--- src/rtl/ftoi_pipe.sv ---
// Two-stage float32 -> signed INT_W converter with valid/ready flow control and saturation.
// Define FTOI_STATUS_EN to add the out_ovf / out_inexact status ports.
module ftoi_pipe #(
    parameter int INT_W = 32
) (
    input  logic             clk,
    input  logic             rst,
    input  logic             in_valid,
    output logic             in_ready,
    input  logic [31:0]      in_data,
    input  logic [1:0]       in_rmode,
    output logic             out_valid,
    input  logic             out_ready,
    output logic [INT_W-1:0] out_data
`ifdef FTOI_STATUS_EN
    ,
    output logic             out_ovf,
    output logic             out_inexact
`endif
);

    localparam int FW = INT_W + 25;
    localparam logic [INT_W:0]   POS_LIM = {2'b00, {(INT_W-1){1'b1}}};
    localparam logic [INT_W:0]   NEG_LIM = {2'b01, {(INT_W-1){1'b0}}};
    localparam logic [INT_W-1:0] INT_MAX = {1'b0, {(INT_W-1){1'b1}}};
    localparam logic [INT_W-1:0] INT_MIN = {1'b1, {(INT_W-1){1'b0}}};

    logic adv;

    // ---------------- stage 1: decode and align ----------------
    logic [7:0]        in_exp;
    logic              in_mant_nz;
    logic signed [31:0] dec_e;
    logic [6:0]        dec_sh;
    logic [FW-1:0]     dec_fixed;

    logic             s1_valid_q;
    logic             s1_sign_q,   s1_sign_d;
    logic [INT_W-1:0] s1_int_q,    s1_int_d;
    logic             s1_guard_q,  s1_guard_d;
    logic             s1_sticky_q, s1_sticky_d;
    logic             s1_big_q,    s1_big_d;
    logic             s1_nan_q,    s1_nan_d;
    logic [1:0]       s1_rmode_q;

    assign in_exp     = in_data[30:23];
    assign in_mant_nz = |in_data[22:0];
    assign dec_e      = $signed({24'd0, in_exp}) - 32'sd127;
    assign dec_sh     = 7'(dec_e + 32'sd2);
    // Fixed point with 25 fraction bits: bit 24 is the guard, bits 23:0 feed sticky.
    assign dec_fixed  = {{(INT_W+1){1'b0}}, 1'b1, in_data[22:0]} << dec_sh;

    always_comb begin
        s1_sign_d   = in_data[31];
        s1_int_d    = '0;
        s1_guard_d  = 1'b0;
        s1_sticky_d = 1'b0;
        s1_big_d    = 1'b0;
        s1_nan_d    = 1'b0;
        if (in_exp == 8'd0) begin
            s1_sign_d = 1'b0;
        end else if (in_exp == 8'hFF) begin
            s1_nan_d = in_mant_nz;
            s1_big_d = !in_mant_nz;
        end else if (dec_e >= INT_W) begin
            s1_big_d = 1'b1;
        end else if (dec_e >= -32'sd1) begin
            s1_int_d    = dec_fixed[FW-1:25];
            s1_guard_d  = dec_fixed[24];
            s1_sticky_d = |dec_fixed[23:0];
        end else begin
            s1_sticky_d = 1'b1;
        end
    end

    // ---------------- stage 2: round and saturate ----------------
    logic             inc;
    logic [INT_W:0]   rnd_sum;
    logic             pos_ovf, neg_ovf, sat;
    logic             out_valid_q;
    logic [INT_W-1:0] out_data_q, out_data_d;

    always_comb begin
        inc = 1'b0;
        case (s1_rmode_q)
            2'd0:    inc = s1_guard_q;
            2'd1:    inc = 1'b0;
            2'd2:    inc = s1_sign_q & (s1_guard_q | s1_sticky_q);
            default: inc = !s1_sign_q & (s1_guard_q | s1_sticky_q);
        endcase
    end

    assign rnd_sum = {1'b0, s1_int_q} + {{INT_W{1'b0}}, inc};
    assign pos_ovf = !s1_sign_q && (rnd_sum > POS_LIM);
    assign neg_ovf = s1_sign_q && (rnd_sum > NEG_LIM);
    assign sat     = s1_big_q | pos_ovf | neg_ovf;

    always_comb begin
        out_data_d = '0;
        if (s1_nan_q)
            out_data_d = '0;
        else if (sat)
            out_data_d = s1_sign_q ? INT_MIN : INT_MAX;
        else if (s1_sign_q)
            out_data_d = '0 - rnd_sum[INT_W-1:0];
        else
            out_data_d = rnd_sum[INT_W-1:0];
    end

`ifdef FTOI_STATUS_EN
    logic out_ovf_q, out_ovf_d;
    logic out_inexact_q, out_inexact_d;
    assign out_ovf_d     = s1_nan_q | sat;
    assign out_inexact_d = (s1_guard_q | s1_sticky_q) & !out_ovf_d;
    assign out_ovf       = out_ovf_q;
    assign out_inexact   = out_inexact_q;
`endif

    // ---------------- flow control and state ----------------
    assign adv       = !out_valid_q | out_ready;
    assign in_ready  = adv;
    assign out_valid = out_valid_q;
    assign out_data  = out_data_q;

    always_ff @(posedge clk) begin
        if (rst) begin
            s1_valid_q    <= 1'b0;
            s1_sign_q     <= 1'b0;
            s1_int_q      <= '0;
            s1_guard_q    <= 1'b0;
            s1_sticky_q   <= 1'b0;
            s1_big_q      <= 1'b0;
            s1_nan_q      <= 1'b0;
            s1_rmode_q    <= 2'd0;
            out_valid_q   <= 1'b0;
            out_data_q    <= '0;
`ifdef FTOI_STATUS_EN
            out_ovf_q     <= 1'b0;
            out_inexact_q <= 1'b0;
`endif
        end else if (adv) begin
            s1_valid_q <= in_valid;
            if (in_valid) begin
                s1_sign_q   <= s1_sign_d;
                s1_int_q    <= s1_int_d;
                s1_guard_q  <= s1_guard_d;
                s1_sticky_q <= s1_sticky_d;
                s1_big_q    <= s1_big_d;
                s1_nan_q    <= s1_nan_d;
                s1_rmode_q  <= in_rmode;
            end
            out_valid_q <= s1_valid_q;
            if (s1_valid_q) begin
                out_data_q    <= out_data_d;
`ifdef FTOI_STATUS_EN
                out_ovf_q     <= out_ovf_d;
                out_inexact_q <= out_inexact_d;
`endif
            end
        end
    end

endmodule

--- config.mk ---
export PLATFORM = sky130hd
export DESIGN_NAME = ftoi_pipe
export DESIGN_NICKNAME = d
export VERILOG_FILES = /design/src/rtl/ftoi_pipe.sv
export SDC_FILE = /design/constraint.sdc
export NUM_CORES = 1
export LEC_CHECK = 0
export ABC_CLOCK_PERIOD_IN_PS = 4440
export CAP_MARGIN = 10
export CORE_ASPECT_RATIO = 1.75
export CORE_MARGIN = 2
export CORE_UTILIZATION = 53
export DETAILED_ROUTE_END_ITERATION = 8
export GPL_ROUTABILITY_DRIVEN = 0
export PLACE_DENSITY = 0.8
export RECOVER_POWER = 50
export SYNTH_ARGS = -nofsm -noshare
export SYNTH_HDL_FRONTEND = slang
export SYNTH_SLANG_ARGS = --single-unit
--- constraint.sdc ---
create_clock -name clk -period 4.44 [get_ports clk]
set_input_delay 0.444 -clock clk [delete_from_list [all_inputs] [get_ports clk]]
set_output_delay 0.444 -clock clk [all_outputs]
set_load 0.1 [all_outputs]
[After elaboration in Yosys (flattened, before gate mapping)]
Cells that the tools add are included.
Cells by class
  add/sub/neg operators: 4
  $lt $le $gt $ge: 4
  equality and inequality tests: 3
  shift operators: 1
  mux-type cells: 23
  bitwise gates (word level): 6
  reductions and logical operators: 11
Operators by type and width (number)
  two-way mux 32 bit: 8
  << shifter 24 x 7 -> 57 bit: 1
  adder 32 x 1 -> 33 bit: 1
  > comparator 33 x 31 -> 1 bit (second input constant): 1
  > comparator 33 x 32 -> 1 bit (second input constant): 1
  subtractor 1 x 32 -> 32 bit (first input constant): 1
  OR reduction 24 bit: 1
  OR reduction 23 bit: 1
  two-way mux 1 bit: 14
  greater-or-equal comparator 9 x 1 -> 1 bit (second input constant): 1
  greater-or-equal comparator 9 x 7 -> 1 bit (second input constant): 1
  subtractor 8 x 7 -> 9 bit (second input constant): 1
  == test 8 bit (second input constant): 1
  logical NOT 8 bit: 1
  adder 7 x 3 -> 7 bit (second input constant): 1
  bitwise OR 1 bit: 4
  AND reduction 2 bit: 2
  logical NOT 1 bit: 3
  one-hot mux 1 bit (3 select lines): 1
  bitwise AND 1 bit: 2
  == test 2 x 1 -> 1 bit (second input constant): 1
  == test 2 bit (second input constant): 1
  logical AND 1 bit: 2
  logical NOT 2 bit: 1
Word-level totals
  register bits after elaboration: 73
  input port bits: 38
  output and inout port bits: 34
  logic and storage cells: 62

[Depth between registers and ports, before layout]
  depth in word-level cells: 10
  mapped depth: 20
  gate-level depth less buffers: 17

[Worst setup path after synthesis]
Ideal clock, no wire load.
  kind: register to register
  from: reg s1_sign_q
  to: reg out_data_q[10] (netlist: out_data[10])
  arrival time: 4207 ps
  slack: 112 ps
  stages on the path, launching flop included: 20
  period minus slack after synthesis: 4328 ps
  path through: dfxtp_1 -> inv_1 -> buf_2 -> nand2_1 -> xnor2_1 -> nor2_1 -> ha_1 -> ha_1 -> inv_1 -> ha_1 -> or4b_1 -> o31ai_1 -> a21boi_1 -> nand2b_1 -> nor4_2 -> a31oi_1 -> nor3b_2 -> buf_6 -> a21oi_1 -> a221o_1
On the way
  word-level cells in the longest chain between the ends: 10
Ends and longest elaborated chain
  start, declared: RTL line 38  | logic s1_sign_q, s1_sign_d;
  start signal, assigned: RTL line 144  | s1_sign_q <= s1_sign_d;
  logical NOT 1 bit: RTL line 89, 94
  bitwise AND 1 bit: RTL line 89  | default: inc = !s1_sign_q & (s1_guard_q | s1_sticky_q);
  one-hot mux 1 bit (3 select lines): RTL line 85  | case (s1_rmode_q)
  adder 32 x 1 -> 33 bit: RTL line 93  | assign rnd_sum = {1'b0, s1_int_q} + {{INT_W{1'b0}}, inc};
  > comparator 33 x 31 -> 1 bit: RTL line 94  | assign pos_ovf = !s1_sign_q && (rnd_sum > POS_LIM);
  logical AND 1 bit: RTL line 94
  bitwise OR 1 bit (2 in a row): RTL line 96  | assign sat = s1_big_q | pos_ovf | neg_ovf;
  two-way mux 32 bit *: RTL line 102  | else if (sat)
  two-way mux 32 bit *: RTL line 100  | if (s1_nan_q)
  end signal, assigned: RTL line 154  | out_data_q <= out_data_d;
  end, declared: RTL line 81  | logic [INT_W-1:0] out_data_q, out_data_d;
Mark *: on every way between the ends. The rest lies on a longest branch, timed or not.
A chain may end at the register's enable or synchronous reset.

[Worst setup path after layout]
  from: in in_data[24]
  to: reg s1_sticky_q
On the way
  word-level cells in the longest chain between the ends: 8
Ends and longest elaborated chain
  start, declared: RTL line 10  | input logic [31:0] in_data,
  subtractor 8 x 7 -> 9 bit: RTL line 48  | assign dec_e = $signed({24'd0, in_exp}) - 32'sd127;
  adder 7 x 3 -> 7 bit: RTL line 49  | assign dec_sh = 7'(dec_e + 32'sd2);
  << shifter 24 x 7 -> 57 bit: RTL line 51  | assign dec_fixed = {{(INT_W+1){1'b0}}, 1'b1, in_data[22:0]} << dec_sh;
  OR reduction 24 bit: RTL line 70  | s1_sticky_d = |dec_fixed[23:0];
  two-way mux 1 bit: RTL line 67  | end else if (dec_e >= -32'sd1) begin
  two-way mux 1 bit: RTL line 65  | end else if (dec_e >= INT_W) begin
  two-way mux 1 bit: RTL line 62  | end else if (in_exp == 8'hFF) begin
  two-way mux 1 bit *: RTL line 60  | if (in_exp == 8'd0) begin
  end signal, assigned: RTL line 147  | s1_sticky_q <= s1_sticky_d;
  end, declared: RTL line 41  | logic s1_sticky_q, s1_sticky_d;
Marks and branches as above.

==> results.json <==
{
  "yosys_warnings": 0,
  "cts.clk_slew.worst_paths_ns": 0.06,
  "p_sw_uw": 877,
  "cpPeakStageDelay_ns": 0.70,
  "tns_ns": 0,
  "cts_resized": 0,
  "slowest_stage": "dlygate4sd3_1",
  "ys_seq_area_share_pct": 20.1,
  "synth.avg_cell_area_um2": 7.34,
  "synth.distinct_cells": 82,
  "p_int_mw": 1.45,
  "dp_slack_ns": 0.180,
  "yosys.area.top_type": "dfxtp_1",
  "drtIter0Drc": 425,
  "crit_fanout": 19,
  "power.share.clock_pct": 30.8,
  "hpwl_um": 16900,
  "drc": 0,
  "grt_pass1_wl_um": 35700,
  "cts_buffers": 9,
  "synthesis.area_um2": 7280,
  "syn-instance-count": 992,
  "dr.pass1.iters": 5,
  "final_common_cell": "nand2_1",
  "num_vias": 7833,
  "hold_start": "out_data[29]$_SDFFE_PP0P_",
  "antenna_left": 0,
  "timing.fmax_ghz": 0.237,
  "antenna_cells": 0,
  "wl_per_cell_um": 18.0,
  "grt_max_degree": 59,
  "drt_wl_total_um": 21700,
  "reg2reg_from": "s1_sign_q$_SDFFE_PP0P_",
  "finalHoldViolations": 0,
  "synthFlopType": "dfxtp_1",
  "cts_setup_buffers": 0,
  "drive_gt1_share_pct": 11.4,
  "pwr-share-comb_pct": 39.7,
  "violations": "capacitance limit, slew limit",
  "grt.overflow.total": 0,
  "synth.net_count": 1039,
  "setup_slack_ns": 0.228,
  "port_buffers": 71,
  "p_sw_share_pct": 37.7,
  "max_slew_margin_pct": -26.6,
  "whs_endpoint": "out_data[29]$_SDFFE_PP0P_",
  "ctsHoldBuffers": 0,
  "clk_latency_ns": 0.34,
  "fp.dieH_um": 159,
  "finalMaxSlewViolations": 48,
  "ff2ff_setup_slack_ns": 0.29,
  "cts_buffer_depth": 2,
  "io_pins": 72,
  "die_w_um": 92.6,
  "worstPathArrival_ns": 4.37,
  "critPathBufInv": 4,
  "end_kind": "register",
  "async_reset_ff_share_pct": 0,
  "grt_pass1_vias": 7507,
  "cp_data_required_time_ns": 4.60,
  "peakVddDrop_v": 0.000186,
  "maxCapViolCount": 1,
  "synth_edf_count": 0,
  "fin_util_pct": 63.2,
  "ys_ff_latch": 73,
  "yosysTopAreaCellShare_pct": 20.1,
  "hp-class": "register to register",
  "fin_crit_sh_pct": 94.9,
  "coreArea_um2": 13400,
  "rsz0062_at_grt": "false",
  "fin_total_pwr_mw": 2.32,
  "grtUsageTotal_pct": 29.4,
  "clock_sinks": 73,
  "hold_depth": 2,
  "cp_cell_sequence": "dlygate4sd3_1, inv_1, ha_1, ha_1, xor2_1, xor2_2, buf_4, nor3_1, a41oi_1, o31ai_1, nor3b_1, a41oi_1, nor4_1, buf_4, o22ai_1",
  "setup_viol": 0,
  "crit_start": "in_data[24]",
  "initial_core_util_pct": 54.4,
  "power_density_nw_per_um2": 275,
  "most-common-layout-cells": "nand2_1, nor2_1, dfxtp_1",
  "dieArea_um2": 14700,
  "power.share.sequential_pct": 29.5,
  "worstMarginPinSlew_ns": 1.90,
  "period_minus_slack_ns": 4.21,
  "path_class": "primary input to register",
  "worst_setup_path_start_kind": "primary input",
  "htreeDepth": 3,
  "row_count": 56,
  "syn_to_final_growth_pct": 16.3,
  "power.leakage_nw": 3.32,
  "via_per_inst": 6.49,
  "rr_endpoint": "out_data[20]$_SDFFE_PP0P_",
  "status": "finished with violations",
  "final_nets": 1075,
  "antenna_found_initial": 0,
  "clockRootBuffer": "clkbuf_16",
  "path_delay_family": "buffers and inverters",
  "fin_skew_ns": 0.00648,
  "reg2reg_depth": 18,
  "cts_tree": "done",
  "netlist_top_cells_area": "dfxtp_1, nand2_1, mux2i_1"
}
## area by class of cell
cell class / instances / area (µm²)
repair buffers: 111 / 1020
inverters: 23 / 86.3
clock buffers: 9 / 225
fillers: 1207 / 4920
flip-flops and latches: 73 / 1460
clock inverters: 7 / 71.3
multi-input cells: 810 / 5380
well taps: 174 / 218
## sequential cells by signal (all words and copies together), names as in the netlist
signal	cells
s1_int_q	32
s1_big_q	1
out_data	32
s1_rmode_q	2
s1_sign_q	1
s1_valid_q	1
out_valid	1
s1_guard_q	1
s1_sticky_q	1
s1_nan_q	1
## worst max path at each step
stage,slack (ns),endpoint,cells past startpoint
2_1_floorplan,0.11,out_data[10]$_SDFFE_PP0P_,19
3_3_place_gp,0.22,s1_sticky_q$_SDFFE_PP0P_,15
3_5_place_dp,0.18,s1_sticky_q$_SDFFE_PP0P_,15
4_1_cts,0.31,out_data[20]$_SDFFE_PP0P_,18
5_1_grt,0.04,out_data[20]$_SDFFE_PP0P_,18
6_report,0.23,s1_sticky_q$_SDFFE_PP0P_,15
## power groups by stage
| stage | clock network, mW | registers, mW | logic [mW] |
|---|---|---|---|
| finish | 0.717 | 0.685 | 0.923 |
| global route | 0.740 | 0.687 | 0.990 |
| CTS | 0.721 | 0.685 | 0.903 |
| detailed placement | 0 | 0.700 | 0.900 |
| global placement | 0 | 0.699 | 0.892 |
| floorplan | 0 | 0.764 | 0.570 |
## synthesized netlist by cell type, types with 3 or more instances
library cell	count
nand2_1	122
nor2_1	76
dfxtp_1	73
clkbuf_1	65
o21ai_0	57
a21oi_1	50
mux2i_1	42
nand3_1	36
xnor2_1	31
mux2_2	29
a22oi_1	24
inv_1	23
nand4_1	21
nor3_1	21
nor4_1	20
o22ai_1	18
and3_1	16
nand2b_1	16
a32oi_1	15
or3_1	15
xor2_1	13
a21o_1	12
a221o_1	12
and2_1	12
o211ai_1	11
and4_1	10
o31ai_1	10
a31oi_1	9
ha_1	9
buf_2	8
or4_1	8
o31a_1	7
a211oi_1	6
a32o_1	6
buf_6	6
nand3b_1	6
or2_2	6
buf_1	5
a31o_2	4
a41oi_1	4
mux4_2	4
a21boi_0	3
nor4_2	3
## metrics by stage
step	instance area [µm²]	cells	hold slack, ns
after floorplan	7280	992	0.449
after global placement	8180	1191	0.435
after detailed placement	8180	1191	0.440
after CTS	8480	1207	0.453
after global routing	8460	1207	0.484
final	8460	1207	0.444
## worst reg2reg max path, delay by kind of cell (launching register included)
family / cells / cell delay (ns)
AND/OR/NAND/NOR: 6 / 1.42
AO/OA/AOI/OAI: 5 / 1.02
adder cells (fa/ha/maj): 3 / 0.72
buffers and inverters: 3 / 0.42
flip-flops: 1 / 0.31
XOR/XNOR: 1 / 0.13
## logic make-up after synthesis
logic type	share of synthesized area, %
buffers and inverters	6.45
xor gates and xnor gates	5.30
DFF	20.1
muxes	11.5
adders and majority gates	1.55
AOI/OAI and AO/OA	25.5
and+or+nand+nor	29.7
## metal layers
layer  track usage [%]  vias to the layer above  share of wire [%]
li1                  -                     3798                  -
met1              30.2                     3598                 36
met2              53.6                      329                 52
met3              2.98                      108                4.2
met4              21.6                        0                7.4
met5                 0                        -                  0
(Power assumes the default switching activity.)
